--- config.mk ---
export PLATFORM = sky130hd
export DESIGN_NAME = controlador_linha_envase
export DESIGN_NICKNAME = d
export VERILOG_FILES = /design/src/rtl/linha_pkg.sv /design/src/rtl/controlador_linha_envase_temporizador_watchdog.sv /design/src/rtl/controlador_linha_envase.sv
export SDC_FILE = /design/constraint.sdc
export NUM_CORES = 1
export LEC_CHECK = 0
export ABC_CLOCK_PERIOD_IN_PS = 1950
export CORE_ASPECT_RATIO = 1.1
export CORE_MARGIN = 1
export CORE_UTILIZATION = 50
export CTS_BUF_LIST = sky130_fd_sc_hd__clkbuf_4
export DETAILED_ROUTE_END_ITERATION = 12
export GPL_TIMING_DRIVEN = 1
export PLACE_DENSITY = 0.87
export SLEW_MARGIN = 30
export SYNTH_ARGS = -nofsm -noshare
export SYNTH_HDL_FRONTEND = slang
export SYNTH_SLANG_ARGS = --single-unit
--- constraint.sdc ---
create_clock -name CLOCK -period 1.95 [get_ports CLOCK]
set_input_delay 0.39 -clock CLOCK [delete_from_list [all_inputs] [get_ports CLOCK]]
set_output_delay 0.39 -clock CLOCK [all_outputs]
set_load 0.05 [all_outputs]
--- src/rtl/linha_pkg.sv ---
// rtl/linha_pkg.sv - state encoding and default parameters for the bottling station sequencer
package linha_pkg;

  localparam int ESTADO_W            = 3;
  localparam int DUZIA_DEF           = 12;
  localparam int TIMEOUT_CICLOS_DEF  = 1000;
  localparam int INSPECAO_CICLOS_DEF = 8;
  localparam int DUZIAS_W_DEF        = 8;

  // FALHA lives outside the 3-bit display code and is reported as 7 plus the alarm flag
  typedef enum logic [3:0] {
    S_PARADO        = 4'd0,
    S_AVANCA        = 4'd1,
    S_ENCHENDO      = 4'd2,
    S_VEDANDO       = 4'd3,
    S_INSPECIONANDO = 4'd4,
    S_DESCARTE      = 4'd5,
    S_LIBERA        = 4'd6,
    S_CAIXA_CHEIA   = 4'd7,
    S_FALHA         = 4'd8
  } estado_t;

endpackage

--- src/rtl/controlador_linha_envase_temporizador_watchdog.sv ---
// rtl/controlador_linha_envase_temporizador_watchdog.sv - per-state cycle counter, flags LIMITE-1 cycles
module temporizador_watchdog
  import linha_pkg::*;
#(
  parameter int LIMITE = TIMEOUT_CICLOS_DEF
) (
  input  logic CLOCK,
  input  logic RESET,
  input  logic clear,
  input  logic enable,
  output logic expirado
);

  localparam int W = (LIMITE > 2) ? $clog2(LIMITE) : 1;

  logic [W-1:0] contagem_q, contagem_d;

  assign expirado = (contagem_q == W'(LIMITE - 1));

  // Holds at the limit so the flag stays up until the owner leaves the state
  always_comb begin
    contagem_d = contagem_q;
    if (clear)
      contagem_d = '0;
    else if (enable && !expirado)
      contagem_d = contagem_q + 1'b1;
  end

  always_ff @(posedge CLOCK or posedge RESET) begin
    if (RESET) contagem_q <= '0;
    else       contagem_q <= contagem_d;
  end

endmodule

--- src/rtl/controlador_linha_envase.sv ---
// rtl/controlador_linha_envase.sv - master sequencer for one bottling station (conveyor, filler, sealer, quality)
// Optional reject counter and three-reject fault enabled by CONTADOR_REJEITADAS_EN.
module controlador_linha_envase
  import linha_pkg::*;
#(
  parameter int DUZIA           = DUZIA_DEF,
  parameter int TIMEOUT_CICLOS  = TIMEOUT_CICLOS_DEF,
  parameter int INSPECAO_CICLOS = INSPECAO_CICLOS_DEF,
  parameter int DUZIAS_W        = DUZIAS_W_DEF
) (
  input  logic                CLOCK,
  input  logic                RESET,
  input  logic                START,
  input  logic                STOP,
  input  logic                GARRAFA_POSICIONADA,
  input  logic                GARRAFA_CHEIA,
  input  logic                GARRAFA_VEDADA,
  input  logic                GARRAFA_APROVADA,
  input  logic                TROCA_CAIXA,
  input  logic                RECONHECE_FALHA,
  output logic                MOTOR_ESTEIRA,
  output logic                CMD_ENCHER,
  output logic                CMD_VEDAR,
  output logic                CMD_DESCARTE,
  output logic [3:0]          CONTAGEM_GARRAFAS,
  output logic [DUZIAS_W-1:0] CONTAGEM_DUZIAS,
  output logic                CAIXA_CHEIA,
  output logic                ALARME_FALHA,
  output logic [ESTADO_W-1:0] ESTADO
`ifdef CONTADOR_REJEITADAS_EN
  ,
  output logic [7:0]          CONTAGEM_REJEITADAS
`endif
);

  estado_t             estado_q, estado_d;
  logic [3:0]          garrafas_q, garrafas_d;
  logic [DUZIAS_W-1:0] duzias_q, duzias_d;
  logic                troca_estado, wd_en, wd_exp, jan_exp, falha_rej, aprovou;

  assign troca_estado = (estado_d != estado_q);
  assign wd_en = estado_q inside {S_AVANCA, S_ENCHENDO, S_VEDANDO, S_LIBERA};
  assign aprovou = (estado_q == S_INSPECIONANDO) && GARRAFA_APROVADA;

  temporizador_watchdog #(.LIMITE(TIMEOUT_CICLOS)) u_watchdog (
    .CLOCK(CLOCK), .RESET(RESET), .clear(troca_estado), .enable(wd_en), .expirado(wd_exp)
  );

  temporizador_watchdog #(.LIMITE(INSPECAO_CICLOS)) u_janela (
    .CLOCK(CLOCK), .RESET(RESET), .clear(troca_estado),
    .enable(estado_q == S_INSPECIONANDO), .expirado(jan_exp)
  );

  always_ff @(posedge CLOCK or posedge RESET) begin
    if (RESET) begin
      estado_q   <= S_PARADO;
      garrafas_q <= '0;
      duzias_q   <= '0;
    end else begin
      estado_q   <= estado_d;
      garrafas_q <= garrafas_d;
      duzias_q   <= duzias_d;
    end
  end

  // Exit conditions are tested before the watchdog so a same-cycle exit wins
  always_comb begin
    estado_d = estado_q;
    case (estado_q)
      S_PARADO:        if (START && !STOP) estado_d = S_AVANCA;
      S_AVANCA:        if (GARRAFA_POSICIONADA) estado_d = S_ENCHENDO;
                       else if (wd_exp) estado_d = S_FALHA;
      S_ENCHENDO:      if (GARRAFA_CHEIA) estado_d = S_VEDANDO;
                       else if (wd_exp) estado_d = S_FALHA;
      S_VEDANDO:       if (GARRAFA_VEDADA) estado_d = S_INSPECIONANDO;
                       else if (wd_exp) estado_d = S_FALHA;
      S_INSPECIONANDO: if (GARRAFA_APROVADA) estado_d = S_LIBERA;
                       else if (jan_exp) estado_d = S_DESCARTE;
      S_DESCARTE:      estado_d = falha_rej ? S_FALHA : S_LIBERA;
      S_LIBERA: begin
        if (!GARRAFA_POSICIONADA) begin
          if (garrafas_q == 4'(DUZIA))  estado_d = S_CAIXA_CHEIA;
          else if (STOP || !START)      estado_d = S_PARADO;
          else                          estado_d = S_AVANCA;
        end else if (wd_exp) begin
          estado_d = S_FALHA;
        end
      end
      S_CAIXA_CHEIA:   if (TROCA_CAIXA) estado_d = STOP ? S_PARADO : S_AVANCA;
      S_FALHA:         if (RECONHECE_FALHA) estado_d = S_PARADO;
      default:         estado_d = S_PARADO;
    endcase
  end

  always_comb begin
    garrafas_d = garrafas_q;
    duzias_d   = duzias_q;
    if (aprovou)
      garrafas_d = garrafas_q + 4'd1;
    if ((estado_q == S_CAIXA_CHEIA) && TROCA_CAIXA) begin
      garrafas_d = '0;
      duzias_d   = duzias_q + 1'b1;
    end
  end

`ifdef CONTADOR_REJEITADAS_EN
  logic [7:0] rejeitadas_q, rejeitadas_d;
  logic [1:0] consec_q, consec_d;

  always_comb begin
    rejeitadas_d = rejeitadas_q;
    consec_d     = consec_q;
    if ((estado_q == S_INSPECIONANDO) && (estado_d == S_DESCARTE)) begin
      if (rejeitadas_q != 8'hFF) rejeitadas_d = rejeitadas_q + 8'd1;
      if (consec_q != 2'd3)      consec_d     = consec_q + 2'd1;
    end
    // The streak is spent once it has raised a fault
    if (aprovou || (estado_q == S_FALHA))
      consec_d = '0;
  end

  always_ff @(posedge CLOCK or posedge RESET) begin
    if (RESET) begin
      rejeitadas_q <= '0;
      consec_q     <= '0;
    end else begin
      rejeitadas_q <= rejeitadas_d;
      consec_q     <= consec_d;
    end
  end

  assign falha_rej           = (consec_q == 2'd3);
  assign CONTAGEM_REJEITADAS = rejeitadas_q;
`else
  assign falha_rej = 1'b0;
`endif

  always_comb begin
    MOTOR_ESTEIRA = 1'b0;
    CMD_ENCHER    = 1'b0;
    CMD_VEDAR     = 1'b0;
    CMD_DESCARTE  = 1'b0;
    CAIXA_CHEIA   = 1'b0;
    ALARME_FALHA  = 1'b0;
    ESTADO        = estado_q[ESTADO_W-1:0];
    case (estado_q)
      S_AVANCA, S_LIBERA: MOTOR_ESTEIRA = 1'b1;
      S_ENCHENDO:         CMD_ENCHER    = 1'b1;
      S_VEDANDO:          CMD_VEDAR     = 1'b1;
      S_DESCARTE:         CMD_DESCARTE  = 1'b1;
      S_CAIXA_CHEIA:      CAIXA_CHEIA   = 1'b1;
      S_FALHA: begin
        ALARME_FALHA = 1'b1;
        ESTADO       = 3'd7;
      end
      default: ;
    endcase
  end

  assign CONTAGEM_GARRAFAS = garrafas_q;
  assign CONTAGEM_DUZIAS   = duzias_q;

endmodule

-- Word-level counts from Yosys, hierarchy flattened
Cells that the tools add are included.
- register bits: 29
- multiplexer cells: 27
- reductions and logical operators: 16
- eq/ne operators: 12
- add/sub/neg operators: 4
- operators by type and width (cell ; count):
    2-to-1 mux 4 bit ; 12
    one-hot mux 4 bit (9 select lines) ; 1
    2-to-1 mux 10 bit ; 2
    equality test 4 x 3 -> 1 bit (second input constant) ; 4
    2-to-1 mux 3 bit ; 4
    adder 10 x 1 -> 10 bit (second input constant) ; 1
    equality test 10 bit (second input constant) ; 1
    adder 8 x 1 -> 8 bit (second input constant) ; 1
    equality test 4 x 2 -> 1 bit (second input constant) ; 2
    equality test 4 bit (second input constant) ; 2
    2-to-1 mux 1 bit ; 8
    nonzero test 2 bit ; 3
    logical AND 1 bit ; 5
    adder 4 x 1 -> 4 bit (second input constant) ; 1
    equality test 4 x 1 -> 1 bit (second input constant) ; 1
    zero test 1 bit ; 4
    zero test 4 bit ; 1
    inequality test 4 bit ; 1
    nonzero test 4 bit ; 1
    adder 3 x 1 -> 3 bit (second input constant) ; 1
    equality test 3 bit (second input constant) ; 1
    OR reduction 2 bit ; 1
    logical OR 1 bit ; 1

-- Depth between registers and ports, before layout
Gate-level depths: netlist of the first run.
- word-level depth: 8
- mapped depth: 9

-- Modules after synthesis
From an unflattened synthesis of the first run, not the netlist that was laid out.
- cell total of the unflattened synthesis: 207
- area, all modules: 1879.3 sq um
- modules (own cells, without submodules) (module ; cells an instance ; sequential area each (sq um) ; times used ; area an instance (sq um)):
    controlador_linha_envase ; 132 ; 400.4 ; 1 ; 1132.3
    temporizador_watchdog (u_watchdog) ; 59 ; 250.2 ; 1 ; 559.3
    temporizador_watchdog (u_janela) ; 16 ; 75.1 ; 1 ; 187.7

-- Worst setup path before layout of the first run
Ideal clock, no wire load.
- kind: register -> register
- start point: register garrafas_q[0] (netlist: CONTAGEM_GARRAFAS[0])
- end point: register u_janela.contagem_q[0]
- setup time: 123 ps
- arrival: 2079 ps
- path slack: -252 ps
- period minus slack after synthesis: 2202 ps
- buffers on the path: 1
- cell stages (with the launch flop): 10
- cells stage by stage: dfrtp_1 > inv_1 > ha_1 > a31oi_1 > nand2_1 > a22oi_1 > nor2_1 > o41ai_2 > buf_6 > nor3_1
- cells in the longest elaborated chain, start to end: 6
- elaborated cells between the ends (all ways): 7
- those cells by class: eq/ne (2); mux (4); reduce/logical (1)
- ends and longest elaborated chain (what ; line ; source):
    start: declaration ; controlador_linha_envase.sv:37 ; logic [3:0] garrafas_q, garrafas_d;
    start signal: assignment ; controlador_linha_envase.sv:61 ; garrafas_q <= garrafas_d;
    equality test 4 bit (*) ; controlador_linha_envase.sv:82 ; if (garrafas_q == 4'(DUZIA)) estado_d = S_CAIXA_CHEIA;
    2-to-1 mux 3 bit (*) ; controlador_linha_envase.sv:82 ;
    2-to-1 mux 4 bit (*) ; controlador_linha_envase.sv:81 ; if (!GARRAFA_POSICIONADA) begin
    one-hot mux 4 bit (9 select lines) (*) ; controlador_linha_envase.sv:69 ; case (estado_q)
    inequality test 4 bit (*) ; controlador_linha_envase.sv:41 ; assign troca_estado = (estado_d != estado_q);
    2-to-1 mux 3 bit / nonzero test 2 bit (equally long branches) ; -- ;
    end signal: assignment ; controlador_linha_envase_temporizador_watchdog.sv:31 ; else contagem_q <= contagem_d;
    end: declaration ; controlador_linha_envase_temporizador_watchdog.sv:16 ; logic [W-1:0] contagem_q, contagem_d;
Every way passes the cells marked *; elsewhere a longest branch is shown, timed or not.
A chain may end at the register's enable or synchronous reset.

-- Worst setup path in the final report of the first run
- start point: register u_janela.contagem_q[0]
- end point: register u_watchdog.contagem_q[4]
- cells in the longest elaborated chain, start to end: 6
- elaborated cells between the ends (all ways): 7
- those cells by class: eq/ne (2); mux (4); reduce/logical (1)
- ends and longest elaborated chain (what ; line ; source):
    equality test 3 bit (*) ; controlador_linha_envase_temporizador_watchdog.sv:18 ; assign expirado = (contagem_q == W'(LIMITE - 1));
    2-to-1 mux 4 bit (*) ; controlador_linha_envase.sv:78 ; else if (jan_exp) estado_d = S_DESCARTE;
    2-to-1 mux 4 bit (*) ; controlador_linha_envase.sv:77 ; S_INSPECIONANDO: if (GARRAFA_APROVADA) estado_d = S_LIBERA;
    one-hot mux 4 bit (9 select lines) (*) ; controlador_linha_envase.sv:69 ;
    inequality test 4 bit (*) ; controlador_linha_envase.sv:41 ;
    2-to-1 mux 10 bit / nonzero test 2 bit (equally long branches) ; -- ;
    end signal: assignment ; controlador_linha_envase_temporizador_watchdog.sv:31 ;
    end: declaration ; controlador_linha_envase_temporizador_watchdog.sv:16 ;
Marks and branches as above.

==> reports/qor.txt, run 1 <==
Post-Synth Adder-Cell Area = 0.0395
Drc violations = 0
Final Wtd Congestion = 0.879
Failing checks = negative setup slack
Clock Skew = 0.0219 ns
Post-Syn Nets = 224
Crit. End Element = register
Vias = 2112
MaxCap Viol Count = 0
Slowest cell on the critical path = dfrtp_1
Drt wl/cell = 19.0 µm
GRT Overall Usage = 0.316
Worst slew pin tran = 0.504 ns
Reg area = 734 µm²
Area leader, netlist = dfrtp_1
CTS tree = done
CTS root buf = clkbuf_4
FMAX = 486 MHz
Arrival time worst endpoint = 2.30 ns
Setup TNS Final = -1.30 ns
Register area share after synthesis = 0.382
Die height = 66.7 µm
Crit path top cell by count = o41ai_2
Area post-placement = 2750 µm²
Seq cells post-synth = 29
Unique masters post-synth = 48
Fraction of layout cells with a size suffix above 1 = 0.492
Kind of critical path = reg2reg
PortBufs = 30
Top Layer Used = met4
Worst path cell trace = ha_2 -> ha_4 -> nand3b_1 -> o21ai_1 -> and3b_1 -> o41ai_2 -> o41ai_2 -> buf_4 -> nor3b_2
Post-Synth Simple-Gate Area = 0.268
Antenna diodes = 0
RSZ-0062 raised after global routing = true
Ports = 31
Initial antenna violation count = 0
Crit path max-delay family = simple AND/OR/NAND/NOR gates
Commonest cells after routing, fill and taps aside = buf_4, dfrtp_1, nor2_1, xnor2_1, buf_6
Syn_area_per_cell = 9.14 µm²
Final core occ = 0.858
Overall power = 4.45 mW
Most common cell after layout, fill and taps aside = buf_4
Crit Path Max Fanout = 8
YS warnings = 0
Hold Fails Final Rpt = 0
Die area = 4050 µm²
Final antenna-violating net count = 0
Final instance area = 3140 µm²
Multi-input gate area = 1300 µm²
Num CTS Buffers = 5
Final Setup Violations = 17
Core area = 3650 µm²
DR iter-0 viols = 130
WL met1 = 2.58 mm
Die W = 60.8 µm
Post-synth ARST share = 1.00
CP Launch Type = register
Max clock buf depth = 2
Largest net degree at the start of global routing = 17
Synth area leaders = dfrtp_1, xnor2_1, nor3_1
Hold slack = 0.311 ns
P_leak = 1.42 nW
Vias per cell = 5.95
Clock Sinks = 29
Area share of xor/xnor cells in the synthesized design = 0.0875
Htree depth = 2
Netlist Area Pre-Place = 1900 µm²
Syn-to-layout area delta = 64.9%
Std cell rows = 23
Slew margin rel. = 0.666
WP buf/inv = 1
Top FF cell, synth = dfrtp_1
Period minus WS final = 2.06 ns
Mux cell area share after synthesis = 0.0270
Met2 WL post-DR = 3.35 mm
# fillers = 168
Final worst setup slack = -0.107 ns
Post-DP HPWL = 4.06 mm
Max-slew violation count = 0
Reg clk slew, reported paths = 0.11 ns
Later-pin clock latency in the skew report = 0.35 ns
Met3 WL = 538 µm
NumNets Final = 320
Pwr Density = 1420 nW/µm²
Drt pass-1 iters = 4
CP Data Required Time = 2.19 ns
Status = finished, violations left
Number of global-route vias before repair = 2002
Cts-stage hold buffer count = 0
Peak supply drop = 799 µV
Post-synth EDFFs = 0
Worst hold path class = in2async
First-pass GRT wire length = 9.22 mm
Yosys top cell area share = 0.382
Gr ovfl total = 0
Initial Util = 0.520
Post-Syn Instances = 208
Final Cycle Share = 1.06
Post-synthesis compound-gate area fraction = 0.147
Largest family of logic cells by synthesized area = simple AND/OR/NAND/NOR gates
Peak per-stage delay on the critical path = 0.39 ns
Post-Route WL = 6.73 mm
state kept, by name, summed over array words and instances, names as in the netlist:
| name | cells |
|---|---|
| CONTAGEM_DUZIAS | 8 |
| CONTAGEM_GARRAFAS | 4 |
| estado_q | 4 |
| u_janela.contagem_q | 3 |
| u_watchdog.contagem_q | 10 |
final cells by class:
type                            instances  area share
Multi-Input combinational cell        160       0.414
Timing Repair Buffer                  100       0.303
Sequential cell                        29       0.234
Tap cell                               50      0.0199
Clock buffer                            7      0.0168
Inverter                                8      0.0112
Clock inverter                          1     0.00120
stage by stage:
stage / instances / setup WS, ns
2_1_floorplan: 208 / -0.194
3_3_place_gp: 325 / -0.323
3_5_place_dp: 325 / -0.395
4_1_cts: 346 / -0.0560
5_1_grt: 355 / -0.201
6_report: 355 / -0.107
cell families (layout without fill, tap and decap cells):
group,after synthesis,count (layout)
AND/OR/NAND/NOR,93,93
AO/OA/AOI/OAI,37,37
flip-flops,29,29
XOR/XNOR,19,19
buffers and inverters,19,116
adder cells (fa/ha/maj),6,6
multiplexers,5,5
what timing repair did:
action,4_1_cts,5_1_grt
setup endpoints to repair,25,24
setup buffers,15,10
resized for setup,32,21
pin swaps,6,8
report_power, final:
group	switching [mW]	leakage [nW]	total (mW)	internal, mW
clock network	0.217	0.0338	0.383	0.166
registers	0.162	0.383	0.887	0.725
logic	1.70	1.01	3.18	1.48
synth_stat cells (all sizes together) (4+ instances only):
cell,instances
nor2,18
nand3,8
inv,8
nand2b,5
a21oi,10
dfrtp,29
nor3,16
nand4,9
xnor2,12
xor2,7
buf,9
ha,6
o21ai,9
and3,6
nand2,11
mux2i,4
path summary, 6_finish.rpt:
| kind | endpoint | slack, ns | from | cells past startpoint |
|---|---|---|---|---|
| worst max register to register | u_watchdog.contagem_q[4] | -0.11 | u_janela.contagem_q[0] | 9 |
| worst min register to register | CONTAGEM_DUZIAS[7] | 0.50 | CONTAGEM_DUZIAS[7] | 1 |
| worst max-delay path | u_watchdog.contagem_q[4] | -0.11 | u_janela.contagem_q[0] | 9 |
| min in group CLOCK | CONTAGEM_DUZIAS[7] | 0.50 | CONTAGEM_DUZIAS[7] | 1 |
| max in group asynchronous | CONTAGEM_GARRAFAS[1] | 1.17 | RESET | 3 |
| worst min-delay path | CONTAGEM_DUZIAS[0] | 0.31 | RESET | 2 |
routing by layer:
| metal | global-route usage | up-vias |
|---|---|---|
| li1 | - | 932 |
| met1 | 0.374 | 1011 |
| met2 | 0.527 | 134 |
| met3 | 0.0796 | 35 |
| met4 | 0.151 | 0 |
| met5 | 0 | - |
worst register-to-register path, stage by stage (launching register included):
cell and delay, ns:
dfrtp_1 0.39, ha_2 0.21, ha_4 0.16, nand3b_1 0.09
o21ai_1 0.10, and3b_1 0.22, o41ai_2 0.25, o41ai_2 0.12
buf_4 0.20, nor3b_2 0.23
No activity file was read; power rests on OpenSTA's default activity.
==> inputs of run 2 (changes only) <==
Settings changed: ABC_CLOCK_PERIOD_IN_PS 1950 to 2210, CORE_ASPECT_RATIO 1.1 to not set, CORE_UTILIZATION 50 to 55, PLACE_DENSITY 0.87 to 0.91.
Clock period 1.95 ns to 2.21 ns, I/O delays scaled along.
==> run 2 against run 1 <==
  * The run now ends clean
  * Sequential share of layout area is 5.6 points higher
  * Clock power down 19%
  * Combinational power is 41% lower
  * Critical path type unchanged
  * Critical endpoint is now u_watchdog.contagem_q[7]
==> reports/qor.txt, run 2 (same netlist as run 1, synthesis figures left out) <==
Crit path max-delay family = compound AO/OA/AOI/OAI gates (was simple AND/OR/NAND/NOR gates)
Ports = 31 (unchanged)
Max clock buf depth = 2 (unchanged)
WP buf/inv = 2 (was 1)
Final Setup Violations = 0 (was 17)
Placed cells = 290 (was 325)
P_leak = 1.11 nW (was 1.42 nW)
Kind of critical path = reg2reg (unchanged)
Die height = 60.8 µm (was 66.7 µm)
Initial Util = 0.598 (was 0.520)
Arrival time worst endpoint = 2.41 ns (was 2.30 ns)
NumNets Final = 270 (was 320)
Pwr Density = 1190 nW/µm² (was 1420 nW/µm²)
Peak supply drop = 816 µV (was 799 µV)
Worst R2R Setup Slack = 0.004 ns (was -0.11 ns)
Later-pin clock latency in the skew report = 0.32 ns (was 0.35 ns)
Max FFs per register = 10 (unchanged)
Slowest cell on the critical path = dfrtp_2 (was dfrtp_1)
Gr ovfl total = 0 (unchanged)
Final core occ = 0.792 (was 0.858)
Worst Hold Depth = 1
Hold Crit Start = CONTAGEM_DUZIAS[7]
Reg2reg path depth = 9 (unchanged)
Worst path cell trace = inv_1 -> ha_1 -> a31oi_1 -> nand2_1 -> a22oi_1 -> nor2_1 -> o41ai_2 -> buf_4 -> nor3_1 (was ha_2 -> ha_4 -> nand3b_1 -> o21ai_1 -> and3b_1 -> o41ai_2 -> o41ai_2 -> buf_4 -> nor3b_2)
Reg2reg end = u_watchdog.contagem_q[7] (was u_watchdog.contagem_q[4])
Vias = 1843 (was 2112)
Reg clk slew, reported paths = 0.09 ns (was 0.11 ns)
Cts-stage hold buffer count = 0 (unchanged)
Final Wtd Congestion = 0.945 (was 0.879)
CP Data Required Time = 2.42 ns (was 2.19 ns)
Largest net degree at the start of global routing = 30 (was 17)
Peak per-stage delay on the critical path = 0.42 ns (was 0.39 ns)
Drt pass-1 iters = 5 (was 4)
Post-Route WL = 4.81 mm (was 6.73 mm)
Worst slew pin tran = 0.523 ns (was 0.504 ns)
Crit Path Max Fanout = 13 (was 8)
CTS tree = done (unchanged)
PortBufs = 30 (unchanged)
Syn-to-layout area delta = 32.4% (was 64.9%)
Period minus WS final = 2.21 ns (was 2.06 ns)
Post-DP HPWL = 3.52 mm (was 4.06 mm)
Max-slew violation count = 0 (unchanged)
Drt wl/cell = 16.1 µm (was 19.0 µm)
Fraction of layout cells with a size suffix above 1 = 0.243 (was 0.492)
Commonest cells after routing, fill and taps aside = dfrtp_1, clkdlybuf4s50_1, buf_4, nor2_1, nor3_1 (was buf_4, dfrtp_1, nor2_1, xnor2_1, buf_6)
Worst hold path class = reg2reg (was in2async)
Largest Register = u_watchdog.contagem_q (unchanged)
Final worst setup slack = 0.00352 ns (was -0.107 ns)
CTS root buf = clkbuf_4 (unchanged)
First-pass GRT wire length = 8.02 mm (was 9.22 mm)
Vias per cell = 6.16 (was 5.95)
Dpl ws = -0.247 ns (was -0.395 ns)
Htree depth = 2 (unchanged)
R2R Path Start = CONTAGEM_GARRAFAS[0] (was u_janela.contagem_q[0])
Hold EP = CONTAGEM_DUZIAS[7]
Number of global-route vias before repair = 1793 (was 2002)
Post-Layout Cell Count = 299 (was 355)
Crit. End Element = register (unchanged)
DR iter-0 viols = 245 (was 130)
Hold slack = 0.476 ns (was 0.311 ns)
Num CTS Buffers = 5 (unchanged)
Status = finished clean (was finished, violations left)
CP Launch Type = register (unchanged)
Slew margin rel. = 0.648 (was 0.666)
Drc violations = 0 (unchanged)
Std cell rows = 20 (was 23)
Die area = 3700 µm² (was 4050 µm²)
Antenna diodes = 0 (unchanged)
Final Cycle Share = 0.998 (was 1.06)
Clock Skew = 0.00587 ns (was 0.0219 ns)
Most common cell after layout, fill and taps aside = dfrtp_1 (was buf_4)
Initial antenna violation count = 0 (unchanged)
Die W = 60.8 µm (unchanged)
MaxCap Viol Count = 0 (unchanged)
Hold Fails Final Rpt = 0 (unchanged)
Core area = 3180 µm² (was 3650 µm²)
Final antenna-violating net count = 0 (unchanged)
FMAX = 453 MHz (was 486 MHz)
Clock Sinks = 29 (unchanged)
GRT Overall Usage = 0.298 (was 0.316)
==> run 2: changes by cell type in the layout (fill, tap and decap cells not counted), moves of 4 or more <==
cell             delta
nor3_1             +12
clkdlybuf4s50_1    +12
dlygate4sd2_1       -4
nor3_2             -10
buf_4              -43
inv_1               +4
buf_6              -12
==> run 2: worst max-delay path by stage <==
| stage | startpoint | end | cells after the start |
|---|---|---|---|
| CTS | u_janela.contagem_q[0] | u_watchdog.contagem_q[2] | 9 |
| global placement | STOP | u_watchdog.contagem_q[2] | 8 |
| finish | CONTAGEM_GARRAFAS[0] | u_watchdog.contagem_q[7] | 9 |
| floorplan | CONTAGEM_GARRAFAS[0] | u_janela.contagem_q[0] | 9 |
| global route | CONTAGEM_GARRAFAS[0] | u_watchdog.contagem_q[3] | 9 |
| detailed placement | STOP | u_watchdog.contagem_q[2] | 8 |
==> run 2: area by class of cell <==
class                      count  area, µm²
multi-input combinational    160       1110
sequential                    29        731
fill                         191        661
timing repair buffer          50        541
tap                           44       55.1
clock buffer                   6       45.0
inverter                       8       30.0
clock inverter                 2       10.0
==> run 2: worst register-to-register path: cells and delay by family, from the launching register on <==
kind	cells	cell delay, ns
fa+ha+maj	1	0.23
simple gates	3	0.30
flops	1	0.42
compound gates	3	0.83
buf+inv	2	0.32
==> run 2: where the power goes <==
part	internal [mW]	total (mW)	leakage, nW	switching [mW]
registers	0.637	0.805	0.388	0.167
logic	0.775	1.87	0.683	1.10
clock network	0.133	0.311	0.0354	0.178
==> run 2: metrics by stage <==
stage | total power, mW | area [µm²] | setup TNS [ns]
floorplan | 1.93 | 1900 | 0
global placement | 2.54 | 2420 | -0.719
detailed placement | 2.62 | 2420 | -2.04
CTS | 2.93 | 2480 | 0
global route | 3.18 | 2520 | -0.522
finish | 2.99 | 2520 | 0
==> run 2: what timing repair did <==
action	4_1_cts	5_1_grt
pin swaps	0	1
buffers inserted	0	1
resized for setup	2	9
endpoints found under the setup margin	4	19
==> run 2: metal layers <==
layer / wire length (µm) / global-route usage / vias up
met5: 0 / 0 / -
met4: 149 / 0.117 / 0
met3: 330 / 0.0533 / 27
met2: 2360 / 0.510 / 109
met1: 1960 / 0.375 / 870
li1: - / - / 837
